===== src/rtl/mem_access_unit.sv =====
// MEM-stage load/store controller: dcache handshake, load/SC capture
// and the LL/SC link register with snoop invalidation.
module mem_access_unit #(
   parameter int WORD_W   = 32,
   parameter int OFS_BITS = 2
) (
   input  logic              CLK,
   input  logic              nRST,
   input  logic              exmem_valid,
   input  logic              memren_i,
   input  logic              memwen_i,
   input  logic              ll_i,
   input  logic              sc_i,
   input  logic [WORD_W-1:0] addr_i,
   input  logic [WORD_W-1:0] store_i,
   input  logic              dhit,
   input  logic [WORD_W-1:0] dmemload,
   input  logic              snoop_inv,
   input  logic [WORD_W-1:0] snoop_addr,
   output logic              dREN,
   output logic              dWEN,
   output logic [WORD_W-1:0] daddr,
   output logic [WORD_W-1:0] dstore,
   output logic [WORD_W-1:0] dload_o,
   output logic              mem_busy
);

   typedef enum logic [1:0] {IDLE, ACCESS, DONE} state_t;

   state_t              state;
   logic                link_valid;
   logic [WORD_W-1:0]   link_addr;

   logic                req, is_load, is_store;
   logic                sc_req, ll_req, sc_ok;
   logic                in_idle, in_acc, acc_done, ll_done;
   logic                clr_link, nxt_valid;
   logic [WORD_W-1:0]   nxt_addr;

   function automatic logic wmatch(input logic [WORD_W-1:0] a,
                                   input logic [WORD_W-1:0] b);
      return a[WORD_W-1:OFS_BITS] == b[WORD_W-1:OFS_BITS];
   endfunction

   // load+store together resolves to a store
   assign is_store = memwen_i;
   assign is_load  = memren_i & ~memwen_i;
   assign req      = exmem_valid & (memren_i | memwen_i);
   assign sc_req   = sc_i & is_store;
   assign ll_req   = ll_i & is_load;
   assign sc_ok    = link_valid & wmatch(addr_i, link_addr);

   assign in_idle  = (state == IDLE);
   assign in_acc   = (state == ACCESS);
   assign acc_done = in_acc & dhit;
   assign ll_done  = acc_done & ll_req;

   // LL sets first; clears below see the freshly linked address
   assign nxt_addr  = ll_done ? addr_i : link_addr;
   assign nxt_valid = link_valid | ll_done;
   assign clr_link  = (in_idle & req & sc_req)
                    | (acc_done & is_store & wmatch(addr_i, nxt_addr))
                    | (snoop_inv & wmatch(snoop_addr, nxt_addr));

   assign dREN     = in_acc & is_load;
   assign dWEN     = in_acc & is_store;
   assign daddr    = in_acc ? addr_i  : '0;
   assign dstore   = in_acc ? store_i : '0;
   assign mem_busy = in_acc | (in_idle & req);

   always_ff @(posedge CLK or negedge nRST) begin
      if (!nRST) begin
         state      <= IDLE;
         dload_o    <= '0;
         link_valid <= 1'b0;
         link_addr  <= '0;
      end else begin
         link_addr  <= nxt_addr;
         link_valid <= nxt_valid & ~clr_link;
         unique case (state)
            IDLE: begin
               if (req) begin
                  if (sc_req && !sc_ok) begin
                     state   <= DONE;
                     dload_o <= '0;
                  end else begin
                     state <= ACCESS;
                  end
               end
            end
            ACCESS: begin
               if (dhit) begin
                  state <= DONE;
                  if (is_load)
                     dload_o <= dmemload;
                  else if (sc_req)
                     dload_o <= {{(WORD_W-1){1'b0}}, 1'b1};
               end
            end
            DONE:    state <= IDLE;
            default: state <= IDLE;
         endcase
      end
   end

endmodule


===== config.mk =====
export PLATFORM = sky130hd
export DESIGN_NAME = mem_access_unit
export DESIGN_NICKNAME = d
export VERILOG_FILES = /design/src/rtl/mem_access_unit.sv
export SDC_FILE = /design/constraint.sdc
export NUM_CORES = 1
export LEC_CHECK = 0
export CORE_MARGIN = 2
export CORE_UTILIZATION = 42
export CTS_BUF_LIST = sky130_fd_sc_hd__clkbuf_4 sky130_fd_sc_hd__clkbuf_8
export DETAILED_ROUTE_END_ITERATION = 12
export HOLD_SLACK_MARGIN = 0.15
export PLACE_DENSITY = 0.95
export SETUP_SLACK_MARGIN = 0.4
export SYNTH_ARGS = -nofsm -noshare
export SYNTH_HDL_FRONTEND = slang
export SYNTH_SLANG_ARGS = --single-unit

===== constraint.sdc =====
create_clock -name CLK -period 3.95 [get_ports CLK]
set_clock_uncertainty 0.1 [all_clocks]
set_input_delay 0.395 -clock CLK [delete_from_list [all_inputs] [get_ports CLK]]
set_output_delay 0.395 -clock CLK [all_outputs]
set_load 0.01 [all_outputs]

## Word-level counts from Yosys, hierarchy flattened

Cells that the tools add are included.

| word-level totals | value |
|---|---|
| register bits | 67 |
| input port bits | 137 |
| output and inout bits | 99 |
| word-level logic and storage cells | 54 |

| operators by class | value |
|---|---|
| eq/ne operators | 8 |
| mux-type cells | 13 |
| bitwise gates (word level) | 22 |
| reductions and logical operators | 6 |

Operator list:

| operator | number |
|---|---|
| 2-to-1 mux 32 bit | 8 |
| == test 30 bit | 3 |
| case mux 32 bit (2 select lines) | 1 |
| bitwise AND 1 bit | 15 |
| 2-to-1 mux 2 bit | 3 |
| bitwise OR 1 bit | 5 |
| AND reduction 5 bit | 1 |
| inequality test 2 bit, second input constant | 2 |
| case mux 2 bit (2 select lines) | 1 |
| inequality test 3 bit, second input constant | 1 |
| == test 2 x 1 -> 1 bit, second input constant | 1 |
| zero test 2 bit | 1 |
| inequality test 2 x 1 -> 1 bit, second input constant | 1 |
| inverter 1 bit | 2 |
| AND reduction 2 bit | 1 |
| nonzero test 2 bit | 1 |
| logical AND 1 bit | 1 |
| zero test 1 bit | 1 |

## Longest topological paths before layout

| logic depth | value |
|---|---|
| depth after elaboration | 11 |
| mapped depth | 10 |
| gate-level depth less buffers | 7 |

## Worst setup path before layout

No wires, ideal clock.

| timing | value |
|---|---|
| kind | register -> register |
| start point | register state[1] |
| end point | register link_valid |
| library setup time | 0.145 ns |
| arrival | 1.914 ns |
| data required time | 3.705 ns |
| slack | 1.791 ns |
| stages on the path, launching flop included | 9 |
| buffers on the path | 1 |
| clock period less this slack | 2.159 ns |
| path through | dfrtp_1 -> nand4bb_4 -> inv_2 -> buf_6 -> nand3_2 -> and3_1 -> or4_1 -> nor4_1 -> a41oi_1 |

| on the way | value |
|---|---|
| longest elaborated chain between the ends | 10 |
| elaborated cells between the ends (all ways) | 17 |
| classes of those cells | 3 x eq/ne; 1 x mux; 12 x bitwise; 1 x reduce/logical |

Ends and longest elaborated chain:

| item | line | source |
|---|---|---|
| from (decl) | 30 | `state_t state;` |
| from (signal assigned) | 73 | `state <= IDLE;` |
| from (signal assigned) | 84 | `state <= DONE;` |
| from (signal assigned) | 87 | `state <= ACCESS;` |
| == test 2 x 1 -> 1 bit | 54 | `assign in_acc = (state == ACCESS);` |
| bitwise AND 1 bit | 55 | `assign acc_done = in_acc & dhit;` |
| bitwise AND 1 bit | 56 | `assign ll_done = acc_done & ll_req;` |
| 2-to-1 mux 32 bit | 59 | `assign nxt_addr = ll_done ? addr_i : link_addr;` |
| == test 30 bit | 42 | `return a[WORD_W-1:OFS_BITS] == b[WORD_W-1:OFS_BITS];` |
| bitwise AND 1 bit | 62 | `\| (acc_done & is_store & wmatch(addr_i, nxt_addr))` |
| bitwise OR 1 bit | 62 |  |
| bitwise OR 1 bit | 63 | `\| (snoop_inv & wmatch(snoop_addr, nxt_addr));` |
| inverter 1 bit | 79 | `link_valid <= nxt_valid & ~clr_link;` |
| bitwise AND 1 bit * | 79 |  |
| to (signal assigned) | 79 |  |
| to (decl) | 31 | `logic link_valid;` |

Mark *: on every way between the ends. The rest lies on a longest branch, timed or not.
A chain may end at the register's enable or synchronous reset.

## Worst setup path after layout

| timing | value |
|---|---|
| start point | register state[0] |
| end point | output port dstore[3] |

| on the way | value |
|---|---|
| longest elaborated chain between the ends | 2 |

Ends and longest elaborated chain:

| item | line | source |
|---|---|---|
| == test 2 x 1 -> 1 bit | 54 |  |
| 2-to-1 mux 32 bit | 68 | `assign dstore = in_acc ? store_i : '0;` |
| to (decl) | 23 | `output logic [WORD_W-1:0] dstore,` |

No other way between the ends.

==> results.md <==
- Busiest grt layer: met2
- Max Cap Viol: 0
- Post-synth EDFFs: 0
- Antenna Nets Post-Route: 0
- Leading area contributor after synthesis: dfrtp_1
- GRT overflow: 0
- Initial antenna violation count: 0
- Starting density of the core: 0.4347
- Aggregate global-route resource usage: 0.2709
- Post-synthesis register bit count: 65
- Root Driver: clkbuf_8
- Clk_lat worst skew: 350 ps
- First-pass GRT wire length: 21.71 mm
- Outcome: finished clean
- Vias: ~4300
- CP startpoint kind: flop
- Final Hold Fails: 0
- CTS tree: built
- Post-route insts no fill: about 790
- Slew HR: 0.2715
- Die Area: 10360 sq um
- Synth cell types: 46
- DRC Markers: 0
- Total CTS buffers: 9
- Per-cell routed wire length: 17.89 um
- Ant diodes: 0
- Final period demand of the worst path: 3177 ps
- Top FF cell, synth: dfrtp_1
- DR vias/cell: 5.411
- H-tree levels: 3
- Max clock buf depth: 2
- Mapped cell area: between 4000 and 5000 sq um
- Post-route design area: 6641 sq um
- Switching share of total power: 0.3680
- Area of the core: 9240 sq um
- Layout Nets: approximately 800
- Int Power: 2.370 mW
- Worst Hold Class: flop to flop
- Final Cycle Share: 0.8044
- Worst-path maximum fanout: 37
- Ys Warns: 0
- Peak supply drop: 0.0003457 V
- Gate Count Post-Synth: 431
- DP HPWL: 10.86 mm
- Worst slew pin tran: 1093 ps
- Comb pwr share: 0.520
- Vias in the first global route: around 4400
- Fraction of layout cells with a size suffix above 1: 0.06042
- P_sw: 1.380 mW
- CP Capture Type: output port
- Reg clk slew, reported paths: 80 ps
- Synth top area cells: dfrtp_1, and2_1, xor2_1, a22o_1, nand2_1
- Total Power: 3.750 mW
- DRT Pass-1 Iters: 4
- Initial DRC count: 139
- Total negative slack: 0 ps
- Ys async rst share: 1.000
- Global routing usage on met3: 0.08420
- Drt total wl: ~14 mm
- Arrival time of the worst setup path: 2680 ps
- Pre-CTS WS: 610.5 ps
- Seq pwr share: 0.312
- Gpl congestion: between 0.9 and 1
- Die X: 101.8 um
- Syn_nets: around 570
- Most frequent cells in the layout: clkdlybuf4s50_1, dfrtp_1, and2_1
- Clock sink count: 65
- Register area share after synthesis: 0.4050
- Largest net degree at the start of global routing: 38
- Row cnt: 35
- Fmax: between 300 and 400 MHz
- Placed cells: 774
- Clock share of power: 0.168
- Req. time, crit path: around 3500 ps
- Met2 Use GR: 0.4529
- LEAKAGE: 2.845 nW
- Synth top area share: 0.4050
- Fillers: 676
- Area Growth Syn to Fin: 65.36%
- Commonest non-fill, non-tap cell in the layout: clkdlybuf4s50_1
- Fin worst setup slack: slightly below 800 ps
- CP Class: flop to output port
- Die Height: 101.8 um
- RSZ-0062 raised after global routing: no
- IO Pins: ~240
- IO buf count: 233
- Pwr dens: 564.6 nW/um^2
- GR Layer Usage met1: 0.3247
- Max-slew violation count: 0
- DP Area: 6414 sq um
- Setup violations, final: 0
- Mean area per synthesized cell: 9.319 sq um
[logic make-up after synthesis]
| kind of cell | count (synthesis) | share of synthesized area |
|---|---|---|
| compound gates | 93 | 0.1751 |
| mux | 12 | 0.03271 |
| buf+inv | 46 | 0.05358 |
| xor+xnor | 45 | 0.09813 |
| flops | 65 | 0.4050 |
| simple gates | 170 | 0.2355 |
[final timing paths]
path,from,to,slack [ps],cells after the start
min in group asynchronous,nRST,dload_o[29]$_DFFE_PN0P_,550,2
worst max register to register,state[1]$_DFFE_PN0P_,link_valid$_DFF_PN0_,940,7
worst max-delay path,state[0]$_DFFE_PN0P_,dstore[3],770,4
worst min-delay path,dload_o[31]$_DFFE_PN0P_,dload_o[31]$_DFFE_PN0P_,410,1
max in group asynchronous,nRST,link_addr[11]$_DFF_PN0_,2260,3
worst min register to register,dload_o[31]$_DFFE_PN0P_,dload_o[31]$_DFFE_PN0P_,410,1
[power by group through the flow]
stage                     registers, mW  logic (mW)  clock network [mW]
after global routing               1.20        2.10               0.665
final                              1.17        1.95               0.631
after global placement             1.15        1.87                   0
after floorplan                    1.17       0.930                   0
after CTS                          1.16        1.96               0.635
after detailed placement           1.16        1.94                   0
[through the flow]
step / hold WS [ps] / util
CTS: 406.8 / 0.7188
detailed placement: 369.5 / 0.6941
floorplan: -0.5911 / -
global route: 413.2 / 0.7188
global placement: 341.5 / 0.6941
finish: 410.2 / 0.7188
[critical path: stages, from the launching register on]
cell and delay (ps):
dfrtp_1 600, nor2b_4 670, buf_4 340, and2_1 180, clkdlybuf4s50_1 540
[registers in the layout, summed over array words and instances (netlist names)]
signal and cells:
state 2, link_addr 30, link_valid 1, dload_o 32
[per-layer routing]
| metal | wire length, um | part of all wire |
|---|---|---|
| met1 | 5373 | 0.38 |
| met2 | 6957 | 0.49 |
| met3 | 1457 | 0.10 |
| met4 | 361 | 0.026 |
| met5 | 0 | 0 |
[repair_timing]
item	in CTS	in global routing
setup buffers	0	0
hold buffers	1	0
resized for setup	0	0
endpoints found under the setup margin	0	0
endpoints found under the hold margin	31	0
[area by class of cell]
cell class | instances | area, sq um | area share
clock buffers | 9 | 123.9 | 0.01865
well taps | 129 | 161.4 | 0.02430
inverters | 23 | 86.33 | 0.01300
clock inverters | 7 | 93.84 | 0.01413
flip-flops and latches | 65 | 1627 | 0.2449
repair buffers | 238 | 2367 | 0.3564
multi-input cells | 320 | 2182 | 0.3286
[synthesized netlist by cell type, drive strengths merged (8+ instances only)]
| cell | number |
|---|---|
| o21ai | 19 |
| nand2 | 44 |
| buf | 8 |
| and2 | 62 |
| nor4 | 13 |
| clkbuf | 15 |
| dfrtp | 65 |
| mux2 | 9 |
| xor2 | 38 |
| nor2 | 14 |
| a22o | 31 |
| inv | 23 |
| nand4 | 8 |
(Power assumes the default switching activity.)
